[config.mk]
export PLATFORM = sky130hd
export DESIGN_NAME = sw_debounce
export DESIGN_NICKNAME = d
export VERILOG_FILES = /design/src/rtl/sw_debounce.sv
export SDC_FILE = /design/constraint.sdc
export NUM_CORES = 1
export LEC_CHECK = 0
export ABC_CLOCK_PERIOD_IN_PS = 6200
export BUFFER_PORTS_ARGS = -buffer_cell sky130_fd_sc_hd__buf_4
export CAP_MARGIN = 20
export CORE_ASPECT_RATIO = 1.75
export CORE_MARGIN = 3
export CORE_UTILIZATION = 30
export DETAILED_ROUTE_END_ITERATION = 16
export PLACE_DENSITY_LB_ADDON = 0.3
export SLEW_MARGIN = 20
export SYNTH_ARGS = -nofsm -noshare
export SYNTH_HDL_FRONTEND = slang
export SYNTH_SLANG_ARGS = --single-unit
[constraint.sdc]
create_clock -name clk -period 6.2 [get_ports clk]
set_input_delay 0.31 -clock clk [delete_from_list [all_inputs] [get_ports clk]]
set_output_delay 0.31 -clock clk [all_outputs]
set_load 0.05 [all_outputs]
[src/rtl/sw_debounce.sv]
// Two-flop synchronizer plus per-channel stability counter for slide switches.
// Optional edge pulses (sw_rise/sw_fall/sw_change) are built when SW_DEBOUNCE_EDGE_PULSE_EN is defined.
module sw_debounce #(
    parameter int clk_freq    = 50_000_000,
    parameter int DEBOUNCE_US = 10_000,
    parameter int NUM_SW      = 4
) (
    input  logic              clk,
    input  logic              rst,
    input  logic [NUM_SW-1:0] sw_raw,
    output logic [NUM_SW-1:0] sw_db,
    output logic [NUM_SW-1:0] sw_rise,
    output logic [NUM_SW-1:0] sw_fall,
    output logic              sw_change
);

    localparam int STABLE_CYCLES = clk_freq / 1_000_000 * DEBOUNCE_US;
    localparam int CNT_W         = (STABLE_CYCLES > 1) ? $clog2(STABLE_CYCLES) : 1;
    localparam logic [CNT_W-1:0] CNT_MAX = CNT_W'(STABLE_CYCLES - 1);

    if (STABLE_CYCLES < 1) begin : g_bad_cfg
        $error("sw_debounce: STABLE_CYCLES must be at least 1");
    end

    logic [NUM_SW-1:0] sync1;
    logic [NUM_SW-1:0] sync2;
    logic [CNT_W-1:0]  cnt [NUM_SW];
    logic [NUM_SW-1:0] upd;

    // A channel updates when the synchronized level differs and has held for the full count.
    always_comb begin
        upd = '0;
        for (int i = 0; i < NUM_SW; i++) begin
            upd[i] = (sync2[i] != sw_db[i]) && (cnt[i] == CNT_MAX);
        end
    end

    always_ff @(posedge clk) begin
        if (rst) begin
            sync1 <= '0;
            sync2 <= '0;
            sw_db <= '0;
            for (int i = 0; i < NUM_SW; i++) begin
                cnt[i] <= '0;
            end
        end else begin
            sync1 <= sw_raw;
            sync2 <= sync1;
            for (int i = 0; i < NUM_SW; i++) begin
                if (sync2[i] == sw_db[i]) begin
                    cnt[i] <= '0;
                end else if (upd[i]) begin
                    sw_db[i] <= sync2[i];
                    cnt[i]   <= '0;
                end else begin
                    cnt[i] <= cnt[i] + CNT_W'(1);
                end
            end
        end
    end

`ifdef SW_DEBOUNCE_EDGE_PULSE_EN
    // Pulses are registered on the same edge that updates sw_db.
    always_ff @(posedge clk) begin
        if (rst) begin
            sw_rise   <= '0;
            sw_fall   <= '0;
            sw_change <= 1'b0;
        end else begin
            sw_rise   <= upd & sync2;
            sw_fall   <= upd & ~sync2;
            sw_change <= |upd;
        end
    end
`else
    assign sw_rise   = '0;
    assign sw_fall   = '0;
    assign sw_change = 1'b0;
`endif

endmodule
==> metrics.log <==
[metrics] number of buffers on the longest clock path: 2
[metrics] Post-CTS Setup Repair Bufs: 0
[metrics] worst slew pin tran: about 0.75 ns
[metrics] detail-routed net length per standard cell: roughly 12 microns
[metrics] CP endpoint kind: flop
[metrics] number of warning messages in the yosys log: 0
[metrics] row count: a little under 60
[metrics] DR iter-0 viols: about 130
[metrics] category of the critical setup timing path: flop to flop
[metrics] total power after layout: ~0.0013 W
[metrics] core area: around 15000 sq um
[metrics] overall via count from detail_route: 3412
[metrics] leakage power summed over all cells: ~1.8 nW
[metrics] most frequent cell on the critical path: sky130_fd_sc_hd__or4_1
[metrics] dpl cell area: 5174 sq um
[metrics] Syn Inst Count: approximately 450
[metrics] average via count per standard cell: between 4 and 5
[metrics] final cycle utilization of the critical path: between 30% and 40%
[metrics] antenna violations before repair: 0
[metrics] number of global-route vias before repair: roughly 3400
[metrics] pwr dens: about 230 nW/um^2
[metrics] critical path data required time: about 6.4 ns
[metrics] share of total power in the clock network: around two fifths
[metrics] number of levels the H-tree was split into: 3
[metrics] Psw: approximately 0.00028 W
[metrics] crit path cell chain: ha_1, nand4_4, or4_1, or4_1, a21oi_1
[metrics] shortest period the worst path allows: between 2 and 2.5 ns
[metrics] Clock Sinks: 88
[metrics] TritonCTS clock tree: built
[metrics] final setup fails: 0
[metrics] number of nets with antenna violations after routing: 0
[metrics] starting density of the core: 30.96%
[metrics] number of storage elements in the synthesis netlist: ~90
[metrics] total congestion overflow after global routing: 0
[metrics] max-cap check violation count: 0
[metrics] gr usage total: between 10% and 20%
[metrics] delay of the slowest cell on the worst path: 0.66 ns
[metrics] Die X: approximately 100 microns
[metrics] overall die height: roughly 170 microns
[metrics] class of the most critical hold timing path: input pin to flop
[metrics] Slew HR: ~50%
[metrics] Clk Tree Root Cell: sky130_fd_sc_hd__clkbuf_16
[metrics] most common library cell in the layout ignoring fill and taps: sky130_fd_sc_hd__conb_1
[metrics] post-synthesis cell area: roughly 4700 sq um
[metrics] peak clock frequency supported by timing: between 400 and 500 MHz
[metrics] Num CTS Buffers: 9
[metrics] largest net degree at the start of global routing: 19
[metrics] detailed-routing iteration count for the pre-antenna-repair pass: 4
[metrics] Netlist cell types: between 40 and 50
[metrics] switching share of total power: between 20 and 25%
[metrics] unrepaired setup endpoints after global routing: false
[metrics] global-route wire length before repair: between 15000 and 20000 microns
[metrics] most instantiated flip-flop cell in the synthesis netlist: sky130_fd_sc_hd__edfxtp_1
[metrics] io pins: 19
[metrics] worst-path fanout max: 8
[metrics] aggregate routed wire length: approximately 8700 microns
[metrics] launching element type of the critical path: flop
[metrics] Clk Latency, worst-skew pair: ~0.33 ns
[metrics] number of buffers inserted by port buffering: 9
[metrics] endpoint arrival time on the critical path: about 2.5 ns
[metrics] Critical-path top delay cell: sky130_fd_sc_hd__or4_1
[metrics] top library cells by usage in the layout, fill and taps aside: 85 x sky130_fd_sc_hd__conb_1, 76 x sky130_fd_sc_hd__edfxtp_1, 57 x sky130_fd_sc_hd__nor2_1, 31 x sky130_fd_sc_hd__nand3_1
[metrics] fin area: about 5500 sq um
[metrics] Seq pwr share: roughly 54%
[metrics] placed wire-length estimate after detailed placement: 6284 microns
[metrics] Clock Pin Slew Worst Setup and Hold Paths: 0.06 ns
[metrics] Async SR Flop Fraction: 0%
[metrics] number of instances resized during post-cts repair: 0
[metrics] number of hold buffers added after CTS: 0
[metrics] cell internal pwr: 0.0009959 W
[metrics] fraction of layout cells with a size suffix above 1: ~6.4%
[metrics] # diodes: 0
[metrics] sequential element share of the synthesized area: between 50% and 60%
[metrics] count of unresolved DRC violations after routing: 0
[metrics] Total Nets Final: 540
[metrics] average cell area after synthesis: between 10 and 15 sq um
[metrics] Peak VDD IR: 0.0001502 V
[metrics] Setup TNS Final: 0 ns
[metrics] Area growth syn-to-layout: 16.96%
[metrics] run status: complete, no violations
[metrics] die area: between 15000 and 20000 sq um
[metrics] number of hold-slack violations in the final timing report: 0
[metrics] count of pins over their slew limit: 0
[metrics] routability-driven placement congestion ratio: 0.8052
[metrics] worst clock skew: 0.005557 ns
[metrics] Comb pwr share: about 4.8%
[metrics] number of enable flip-flop cells after synthesis: 76
[power groups by stage]
stage          Combinational [W]  Clock (W)  Sequential (W)
4_1_cts                0.0000606   0.000544        0.000693
3_3_place_gp           0.0000594          0        0.000704
2_1_floorplan          0.0000556          0        0.000698
5_1_grt                0.0000704   0.000567        0.000697
3_5_place_dp           0.0000601          0        0.000706
6_report               0.0000616   0.000526        0.000693
[Yosys cell counts (all sizes together), types with 8 or more instances]
cell type  count  share of area, %
dfxtp         12               5.2
clkbuf         8              0.64
nand2         23               1.9
xnor2         26               4.9
nand3         31               3.3
nand4         14               2.2
buf           11               1.7
xor2          23               4.3
nor2b          8               1.1
nor2          57               4.6
and4           9               1.7
or3           18               2.5
or4           11               1.8
o21ai         19               2.1
edfxtp        76                49
nor3           9              0.97
a21oi         26               2.8
nor4           9               1.2
o31ai          8               1.3
inv           15               1.2
[worst max-delay path, delay by kind of cell (launching register included)]
kind                       cells  cell delay (ns)
DFF                            1             0.39
AOI/OAI and AO/OA              1             0.14
adders and majority gates      1             0.29
and+or+nand+nor                3             1.34
[kinds of logic (layout without fill, tap and decap cells)]
group / Yosys count / after routing / share of synthesized area [%]
AND/OR/NAND/NOR: 210 / 210 / 24.77
flip-flops: 88 / 88 / 54.11
other: 2 / 85 / 0.1611
adder cells (fa/ha/maj): 4 / 4 / 1.074
XOR/XNOR: 49 / 49 / 9.206
AO/OA/AOI/OAI: 58 / 58 / 7.166
buffers and inverters: 34 / 40 / 3.516
[routing by layer]
layer  vias up  wire length, microns  share of wire (%)  track usage (%)
met5         -                     0                  0                0
met4         0                   261                3.0            5.396
met3        20                   281                3.2            2.448
met1      1597                  3585                 41            11.82
met2        72                  4527                 52            19.41
li1       1723                     -                  -                -
[area by class of cell]
class	count	area [sq um]
tap	183	229.0
sequential	88	2522
clock buffer	11	232.7
clock inverter	4	46.29
fill	1554	9607
multi-input combinational	406	2291
inverter	15	56.30
timing repair buffer	10	75.07
[state kept, by name (all words and copies together) (netlist names)]
signal	cells
sync2	4
cnt	76
sw_db	4
sync1	4
[stage by stage]
stage          setup WS (ns)  utilization, %  std cells  hold slack (ns)
5_1_grt                3.685           36.21        717           0.1806
2_1_floorplan          4.075               -        528           0.3816
3_3_place_gp           3.826           34.33        702           0.4213
6_report               3.890           36.21        717           0.1843
3_5_place_dp           3.905           34.36        702           0.4278
4_1_cts                3.886           36.21        717           0.1689
[final timing paths]
| check | start | endpoint | slack (ns) | cells after the start |
|---|---|---|---|---|
| worst min register to register | sync1[1] | sync2[1] | 0.44 | 1 |
| worst min-delay path | sw_raw[2] | sync1[2] | 0.18 | 2 |
| worst max-delay path | cnt[3][0] | cnt[3][18] | 3.89 | 5 |
| worst max register to register | cnt[3][0] | cnt[3][18] | 3.89 | 5 |
Note: power is estimated with default switching activity, not from simulation.
